$ cat src/rtl/id_ex_operand_stage.sv
// ID/EX pipeline register with EX-stage operand selection.
// Registers decoded operands and controls from ID, resolves MEM/WB forwarding,
// drives the ALU operands and raises a load-use stall request.
module id_ex_operand_stage #(
  parameter int XLEN       = 32,
  parameter int REG_ADDR_W = 5
) (
  input  logic                  clk,
  input  logic                  rst,
  input  logic                  bubbleE,
  input  logic                  flushE,
  input  logic                  ValidD,
  input  logic [XLEN-1:0]       PCD,
  input  logic [XLEN-1:0]       RegOut1D,
  input  logic [XLEN-1:0]       RegOut2D,
  input  logic [XLEN-1:0]       ImmD,
  input  logic [REG_ADDR_W-1:0] Rs1D,
  input  logic [REG_ADDR_W-1:0] Rs2D,
  input  logic [REG_ADDR_W-1:0] RdD,
  input  logic [3:0]            AluContrlD,
  input  logic                  AluSrc1D,
  input  logic [1:0]            AluSrc2D,
  input  logic                  RegWriteD,
  input  logic                  LoadD,
  input  logic                  StoreD,
  input  logic [XLEN-1:0]       AluOutM,
  input  logic [REG_ADDR_W-1:0] RdM,
  input  logic                  RegWriteM,
  input  logic                  LoadM,
  input  logic [XLEN-1:0]       ResultW,
  input  logic [REG_ADDR_W-1:0] RdW,
  input  logic                  RegWriteW,
  output logic [XLEN-1:0]       Operand1E,
  output logic [XLEN-1:0]       Operand2E,
  output logic [3:0]            AluContrlE,
  output logic [XLEN-1:0]       StoreDataE,
  output logic [REG_ADDR_W-1:0] RdE,
  output logic                  RegWriteE,
  output logic                  LoadE,
  output logic                  StoreE,
  output logic                  ValidE,
  output logic [XLEN-1:0]       PCE,
  output logic                  LoadUseStallE
);

  // ALU op encodings shared with the ALU; ADD must stay 0 so a cleared stage is a NOP
  localparam logic [3:0] ALU_ADD = 4'd0;
  localparam logic [3:0] ALU_SLL = 4'd1;
  localparam logic [3:0] ALU_SRL = 4'd5;
  localparam logic [3:0] ALU_SRA = 4'd6;

  logic [XLEN-1:0]       regOut1E;
  logic [XLEN-1:0]       regOut2E;
  logic [XLEN-1:0]       immE;
  logic [REG_ADDR_W-1:0] rs1E;
  logic [REG_ADDR_W-1:0] rs2E;
  logic                  aluSrc1E;
  logic [1:0]            aluSrc2E;
  logic [XLEN-1:0]       fwd1;
  logic [XLEN-1:0]       fwd2;
  logic [XLEN-1:0]       op2Raw;
  logic                  use1;
  logic                  use2;

  // Stage register: reset/flush clear to a NOP, bubble holds, otherwise capture ID
  always_ff @(posedge clk) begin
    if (rst || flushE) begin
      ValidE     <= 1'b0;
      PCE        <= '0;
      regOut1E   <= '0;
      regOut2E   <= '0;
      immE       <= '0;
      rs1E       <= '0;
      rs2E       <= '0;
      RdE        <= '0;
      AluContrlE <= ALU_ADD;
      aluSrc1E   <= 1'b0;
      aluSrc2E   <= 2'b00;
      RegWriteE  <= 1'b0;
      LoadE      <= 1'b0;
      StoreE     <= 1'b0;
    end else if (!bubbleE) begin
      ValidE     <= ValidD;
      PCE        <= PCD;
      regOut1E   <= RegOut1D;
      regOut2E   <= RegOut2D;
      immE       <= ImmD;
      rs1E       <= Rs1D;
      rs2E       <= Rs2D;
      RdE        <= RdD;
      AluContrlE <= AluContrlD;
      aluSrc1E   <= AluSrc1D;
      aluSrc2E   <= AluSrc2D;
      RegWriteE  <= RegWriteD & ValidD;
      LoadE      <= LoadD & ValidD;
      StoreE     <= StoreD & ValidD;
    end
  end

  // Forwarding: MEM (non-load) beats WB, and x0 is never forwarded
  always_comb begin
    fwd1 = regOut1E;
    fwd2 = regOut2E;
    if (RegWriteM && RdM != '0 && RdM == rs1E && !LoadM)
      fwd1 = AluOutM;
    else if (RegWriteW && RdW != '0 && RdW == rs1E)
      fwd1 = ResultW;
    if (RegWriteM && RdM != '0 && RdM == rs2E && !LoadM)
      fwd2 = AluOutM;
    else if (RegWriteW && RdW != '0 && RdW == rs2E)
      fwd2 = ResultW;
  end

  // Operand selection, with shift amounts trimmed to 5 bits for RV32 shifts
  always_comb begin
    Operand1E = aluSrc1E ? PCE : fwd1;
    op2Raw    = fwd2;
    case (aluSrc2E)
      2'b00:   op2Raw = fwd2;
      2'b01:   op2Raw = {{(XLEN-REG_ADDR_W){1'b0}}, rs2E};
      2'b10:   op2Raw = immE;
      default: op2Raw = XLEN'(4);
    endcase
    Operand2E = op2Raw;
    if (AluContrlE == ALU_SLL || AluContrlE == ALU_SRL || AluContrlE == ALU_SRA)
      Operand2E = {{(XLEN-5){1'b0}}, op2Raw[4:0]};
    StoreDataE = fwd2;
  end

  // Load-use detection: a load in MEM whose result this instruction actually reads
  always_comb begin
    use1 = (aluSrc1E == 1'b0);
    use2 = (aluSrc2E == 2'b00) || StoreE;
    LoadUseStallE = ValidE && RegWriteM && LoadM && (RdM != '0) &&
                    ((use1 && RdM == rs1E) || (use2 && RdM == rs2E));
  end

endmodule

$ cat config.mk
export PLATFORM = sky130hd
export DESIGN_NAME = id_ex_operand_stage
export DESIGN_NICKNAME = d
export VERILOG_FILES = /design/src/rtl/id_ex_operand_stage.sv
export SDC_FILE = /design/constraint.sdc
export NUM_CORES = 1
export LEC_CHECK = 0
export ABC_AREA = 1
export BUFFER_PORTS_ARGS = -buffer_cell sky130_fd_sc_hd__buf_2
export CAP_MARGIN = 20
export CORE_ASPECT_RATIO = 1.5
export CORE_UTILIZATION = 34
export DETAILED_ROUTE_END_ITERATION = 7
export PLACE_DENSITY = 0.67
export REMOVE_ABC_BUFFERS = 1
export SYNTH_ARGS = -nofsm -noshare
export SYNTH_HDL_FRONTEND = slang
export SYNTH_SLANG_ARGS = --single-unit
$ cat constraint.sdc
create_clock -name clk -period 2.6 [get_ports clk]
set_input_delay 0.26 -clock clk [delete_from_list [all_inputs] [get_ports clk]]
set_output_delay 0.26 -clock clk [all_outputs]
set_load 0.005 [all_outputs]
==> results.py, run 1 <==
metrics = {
    "setup_path": {
        "timing.reg2reg.worst_path_depth": 3,
        "worst-r2r-setup-slack_ps": 1660,
        "critical_path_arrival_ps": 2230,
        "crit_path_max_fanout": 10,
        "crit_path_end_kind": "output port",
        "critPathRequiredTime_ps": 2340,
        "end_of_the_worst_register_to_register_path": "aluSrc1E",
        "critical_path_class": "register to output port",
        "r2r_start": "aluSrc1E",
        "startpoint_class_of_the_critical_path": "register",
    },
    "power": {
        "internal_power_mw": 4.65,
        "p_clk_share_pct": 45.5,
        "power_leakage_nw": 5.47,
        "p_per_area_mw_per_mm2": 556,
        "design_power_total_mw": 6.30,
        "vdd.ir_drop.worst_v": 0.000449,
        "power_switching_share_pct": 26.2,
        "share_seq_of_total_power_pct": 39.5,
        "switchingPower_mw": 1.65,
        "power.combinational.fraction_pct": 15.0,
    },
    "global_routing": {
        "grt_remaining_overflow": 0,
        "grt_max_degree": 98,
        "grt_pass1_wl_um": 50600,
        "via_count_of_the_first_global_routing_pass": 9255,
        "grt_antenna_before_repair": 5,
        "global_route.usage.total_pct": 27.1,
    },
    "timing": {
        "finalClockSkew_ps": 0,
        "timing.max_slew.rel_slack_pct": 55.6,
        "max_freq_mhz": 402,
        "worstMarginPinSlew_ps": 665,
        "setup_repair_after_global_routing_missed_its_margin": "yes",
        "hold_slack_ps": 57.8,
        "layout_worst_path_cycle_share_pct": 95.7,
        "hold_violations": 0,
        "maxSlewViolCount": 0,
        "setup-violations-final": 0,
        "final.min_clock_period_ps": 2490,
    },
    "flow_run": {
        "drv.max_cap_violation_count": 0,
    },
    "worst_hold_path": {
        "hold_path_depth": 3,
        "worst_hold_startpoint": "PCD[16]",
        "worst_min_delay_path_category": "primary input to register",
        "holdPathEnd": "PCE[16]",
    },
    "routing": {
        "routed_via_density": 5.14,
        "routed-via-count": 10200,
        "route.detailed.wl_per_inst_um": 17.8,
        "postRouteAntennaNets": 0,
        "detail_route.iter0.violations": 859,
        "route.final.wire_length_um": 35300,
        "drt_pass1_iterations": 6,
        "drc": 0,
    },
    "die": {
        "top_level_ports": 377,
        "rows": 69,
        "dieArea_mm2": 0.0250,
        "die-width_um": 129,
        "starting_density_of_the_core_pct": 34.8,
        "design.core.area_mm2": 0.0237,
        "chipHeight_um": 193,
    },
    "clock_network": {
        "cts_inserted_buffers": 17,
        "clock_latency_ps": 440,
        "clockRootBuffer": "clkbuf_16",
        "htree_depth": 4,
        "holdBufCountCts": 0,
        "clock_sinks": 154,
        "clkTransAtPathRegs_ps": 70,
        "clock_tree_from_tritoncts": "done",
        "maximum_count_of_clock_buffers_along_a_single_path": 2,
    },
    "synth": {
        "ys_seq_area_share_pct": 37.3,
        "netlist_instances": 1304,
        "syn-cell-area_mm2": 0.00827,
        "register_bit_count_reported_by_yosys": 154,
        "count_of_distinct_cell_types_in_the_synthesized_netlist": 28,
        "avgSynthCellArea_um2": 6.34,
        "yosysWarnings": 0,
    },
    "final_layout": {
        "layout-drive-gt1-share_pct": 28.9,
        "instances_no_fill": 1984,
        "area_growth_syn_to_layout_pct": 37.1,
        "final_common_cell": "nand2_1",
        "most_used_cells_in_the_layout_excluding_fill_and_tap_cells": "nand2_1, buf_2, nand3_1",
        "finalNetCount": 1882,
    },
    "place": {
        "estimated_wirelength_of_the_detail_placed_design_um": 23900,
        "buffer_ports.inserted": 376,
        "place_congestion": 0.874,
        "placed_cells": 1936,
    },
    "run_status": {
        "run_status": "finished clean",
    },
}
## cell families (layout without fill, tap and decap cells)
family | after synthesis | count (layout) | synth area share [%]
AOI/OAI and AO/OA | 197 | 197 | 12.7
other | 0 | 8 | 0
xor gates and xnor gates | 12 | 12 | 1.27
DFF | 154 | 154 | 37.3
and+or+nand+nor | 788 | 791 | 41.0
buffers and inverters | 153 | 503 | 7.70
## cells in the mapped netlist (all sizes together)
library cell  count  area, µm²
xnor2             7       61.3
clkbuf           59        221
clkinv            1       3.75
o211ai            5       62.6
buf              37        201
nand4             3       18.8
a21oi           176        881
inv              56        210
o21bai            1       7.51
nand3           221       1110
nor2             19       81.3
nor3              4       47.5
and2             32        200
dfxtp           154       3080
xor2              5       43.8
o21ai             5       25.0
or2               1       6.26
nand2           508       1930
a211oi           10       75.1
## registers in the layout, indices dropped and copies added, names as in the netlist, 2 cells and up
name / flops
aluSrc2E: 2
rs2E: 5
regOut2E: 32
AluContrlE: 4
regOut1E: 32
RdE: 5
rs1E: 5
PCE: 32
immE: 32
## power groups by stage
stage | registers, mW | logic [mW] | clock network, mW
2_1_floorplan | 2.53 | 0.378 | 0
3_3_place_gp | 2.53 | 0.894 | 0
3_5_place_dp | 2.54 | 0.902 | 0
4_1_cts | 2.48 | 0.914 | 2.89
5_1_grt | 2.49 | 1.03 | 3.00
6_report | 2.49 | 0.946 | 2.87
## repair_timing
item                       4_1_cts  5_1_grt
gates resized for setup          1       11
cloned                           1        2
setup endpoints to repair       29       66
pin swaps                        1        3
setup buffers                    0        8
## per-layer routing
| layer | global-route usage, % | wire length [µm] | vias to the layer above |
|---|---|---|---|
| li1 | - | - | 4933 |
| met1 | 32.2 | 14000 | 4705 |
| met2 | 46.5 | 17900 | 502 |
| met3 | 5.79 | 2700 | 64 |
| met4 | 11.8 | 775 | 0 |
| met5 | 0 | 0 | - |
## critical path, cell delays in order, from the launching register on
cell and delay [ps]:
dfxtp_2 360, xor2_1 200, nor3_4 230, buf_12 170, buf_4 200, nand3_1 120
nand3_1 130, nand3_1 80, a21oi_1 160, buf_2 140
## cell type report
cell class	instances	area, µm²
Inverter	57	216
Antenna cell	8	20.0
Clock inverter	8	193
Fill cell	2510	12400
Sequential cell	154	3090
Multi-Input combinational cell	1000	4660
Timing Repair Buffer	417	2290
Tap cell	319	399
Clock buffer	21	460
## worst max-delay path by stage
stage | from | endpoint | slack [ps] | depth (start not counted)
2_1_floorplan | rs1E[3] | Operand1E[0] | -650 | 7
3_3_place_gp | RdM[2] | Operand2E[21] | -5 | 11
3_5_place_dp | RdM[2] | Operand2E[17] | -40 | 11
4_1_cts | rs2E[2] | Operand2E[17] | 5 | 9
5_1_grt | rs2E[0] | Operand2E[31] | -40 | 11
6_report | rs2E[2] | Operand2E[27] | 110 | 9
## stage by stage
step	util [%]	TNS (ps)	cell area [µm²]	setup WS (ps)
detailed placement	44.2	-225	10500	-35.2
finish	47.7	0	11300	112
global route	47.7	-423	11300	-44.2
global placement	44.2	-5.30	10500	-5.30
floorplan	-	-39020	7840	-647
CTS	47.0	0	11200	5.13
Note: power is estimated with default switching activity, not from simulation.
==> inputs of run 2 (changes only) <==
==> constraint.sdc (replaced) <==
create_clock -name clk -period 2.5 [get_ports clk]
set_input_delay 0.25 -clock clk [delete_from_list [all_inputs] [get_ports clk]]
set_output_delay 0.25 -clock clk [all_outputs]
set_load 0.005 [all_outputs]
==> run 2 against run 1 <==
Compared with the run above:
- design area increased by 0.66%
- worst hold slack got worse by 10 ps
- worst setup slack worse by 46 ps
- first-iteration DRC count shrank 3.8%
- global-route usage down 0.69 points
- core utilization up 0.32 points
- largest cell class unchanged
- critical path depth is 1 higher
- register-to-register slack lost 120 ps
- sequential power rose by 4%
- combinational power is 3.3% higher
- clock skew unchanged
- total power decreased by 1.9%
==> results.py, run 2 (synthesized netlist as in run 1, its figures left out) <==
metrics = {
    "global_routing": {
        "via_count_of_the_first_global_routing_pass": 9387,
        "grt_remaining_overflow": 0,
        "global_route.usage.total_pct": 26.4,
        "grt_max_degree": 164,
        "grt_pass1_wl_um": 50100,
        "grt_antenna_before_repair": 4,
    },
    "power": {
        "design_power_total_mw": 6.18,
        "p_clk_share_pct": 42.4,
        "internal_power_mw": 4.41,
        "p_per_area_mw_per_mm2": 542,
        "power.combinational.fraction_pct": 15.8,
        "switchingPower_mw": 1.78,
        "power_leakage_nw": 5.54,
        "share_seq_of_total_power_pct": 41.8,
        "vdd.ir_drop.worst_v": 0.000459,
        "power_switching_share_pct": 28.7,
    },
    "final_layout": {
        "postLayoutCoreUtil_pct": 48.0,
        "layout-drive-gt1-share_pct": 30.1,
        "area_growth_syn_to_layout_pct": 38.0,
        "most_used_cells_in_the_layout_excluding_fill_and_tap_cells": "nand2_1, buf_2, nand3_1",
        "final_common_cell": "nand2_1",
        "number_of_fill_cells": 2499,
        "finalNetCount": 1879,
        "seqCellArea_mm2": 0.00309,
        "multi_input_area_mm2": 0.00470,
        "instances_no_fill": 1985,
    },
    "die": {
        "die-width_um": 129,
        "top_level_ports": 377,
        "design.core.area_mm2": 0.0237,
        "rows": 69,
        "starting_density_of_the_core_pct": 34.8,
        "chipHeight_um": 193,
        "dieArea_mm2": 0.0250,
    },
    "clock_network": {
        "holdBufCountCts": 0,
        "maximum_count_of_clock_buffers_along_a_single_path": 2,
        "clock_tree_from_tritoncts": "done",
        "clock_latency_ps": 440,
        "clock_sinks": 154,
        "clkTransAtPathRegs_ps": 70,
        "cts_inserted_buffers": 17,
        "htree_depth": 4,
        "clockRootBuffer": "clkbuf_16",
    },
    "timing": {
        "finalClockSkew_ps": 0,
        "finalWorstSetupSlack_ps": 65.6,
        "hold_violations": 0,
        "layout_worst_path_cycle_share_pct": 97.4,
        "worstMarginPinSlew_ps": 838,
        "timing.max_slew.rel_slack_pct": 44.2,
        "setup_repair_after_global_routing_missed_its_margin": "yes",
        "hold_slack_ps": 47.5,
        "setup-violations-final": 0,
        "final.min_clock_period_ps": 2430,
        "max_freq_mhz": 411,
        "maxSlewViolCount": 0,
    },
    "setup_path": {
        "crit_path_max_fanout": 8,
        "setup.worst_path.end": "Operand1E[17]",
        "slowest_stage": "dfxtp_4",
        "worst-r2r-setup-slack_ps": 1540,
        "crit_path_end_kind": "output port",
        "critPathRequiredTime_ps": 2250,
        "crit_top_cell": "nand3_1",
        "critical_path_arrival_ps": 2180,
        "path_cells": "xnor2_2, nand3_2, nor3_4, buf_6, buf_12, nand3_1, nand3_1, nand3_1, nand2_2, buf_2",
        "timing.reg2reg.worst_path_depth": 3,
        "critical_path.startpoint": "rs1E[0]",
        "max_stage_delay_ps": 360,
        "buffers_and_inverters_on_the_worst_path": 3,
        "startpoint_class_of_the_critical_path": "register",
        "end_of_the_worst_register_to_register_path": "aluSrc1E",
        "critical_path_cell_count": 10,
        "r2r_start": "aluSrc1E",
        "critical_path_class": "register to output port",
        "critPathTopFamily": "simple AND/OR/NAND/NOR gates",
    },
    "place": {
        "placed_cells": 1936,
        "pre_cts_ws_ps": 392,
        "place_congestion": 0.856,
        "estimated_wirelength_of_the_detail_placed_design_um": 23200,
        "buffer_ports.inserted": 376,
    },
    "routing": {
        "routed-via-count": 10100,
        "drt_pass1_iterations": 5,
        "detail_route.iter0.violations": 826,
        "route.detailed.wl_per_inst_um": 17.3,
        "route.final.wire_length_um": 34300,
        "postRouteAntennaNets": 0,
        "drc": 0,
        "routed_via_density": 5.08,
    },
    "run_status": {
        "run_status": "finished clean",
    },
    "worst_hold_path": {
        "worst_min_delay_path_category": "primary input to register",
    },
    "flow_run": {
        "drv.max_cap_violation_count": 0,
    },
}
-- run 2: changes by cell type in the layout (fill, tap and decap cells not counted), moves of 3 or more --
cell and change:
nand2_8 -3, nand3_2 +12, clkbuf_16 +3, bufinv_16 -4
clkinv_2 +3, buf_6 +3, buf_4 -9, nand3_1 -12
clkinv_4 +6, buf_12 +4
-- run 2: worst min path at each step --
stage / start / to / slack, ps / cells after the start
5_1_grt: PCD[24] / PCE[24] / 30 / 3
2_1_floorplan: bubbleE / aluSrc1E / 350 / 1
4_1_cts: ImmD[23] / immE[23] / 30 / 3
3_3_place_gp: regOut1E[26] / regOut1E[26] / 440 / 2
3_5_place_dp: regOut1E[26] / regOut1E[26] / 450 / 2
6_report: PCD[0] / PCE[0] / 50 / 3
-- run 2: area by class of cell --
type / instances / area share, %
clock buffers: 18 / 3.76
repair buffers: 417 / 21.0
well taps: 319 / 3.50
inverters: 57 / 1.90
diodes: 9 / 0.197
clock inverters: 14 / 1.31
multi-input cells: 997 / 41.2
flip-flops and latches: 154 / 27.1
-- run 2: metrics by stage --
step	TNS (ps)	area [µm²]
3_5_place_dp	0	10500
5_1_grt	-602	11400
3_3_place_gp	0	10500
6_report	0	11400
4_1_cts	0	11100
2_1_floorplan	-47020	7840
-- run 2: tightest hold or removal path: cells and delay by family --
kind	cells	cell delay [ps]
compound gates	1	50
simple gates	1	50
buf+inv	1	90
-- run 2: timing repair --
item                                    in CTS  in global routing
gates cloned                                 0                  3
gates resized for setup                      1                 44
endpoints found under the setup margin       2                 34
buffers inserted                             3                  2
pin swaps                                    1                 13
-- run 2: routing by layer --
layer	global-route usage (%)	vias to the layer above	share of wire, %
li1	-	4929	-
met4	14.2	0	3.1
met1	31.0	4599	40
met2	44.9	474	50
met5	0	-	0
met3	5.27	76	7.0
-- run 2: power by group through the flow --
stage               combinational [mW]  clock, mW  sequential [mW]
finish                           0.977       2.62             2.59
global route                      1.07       2.77             2.59
CTS                              0.935       2.66             2.58
floorplan                        0.393          0             2.63
global placement                 0.920          0             2.64
detailed placement               0.929          0             2.64
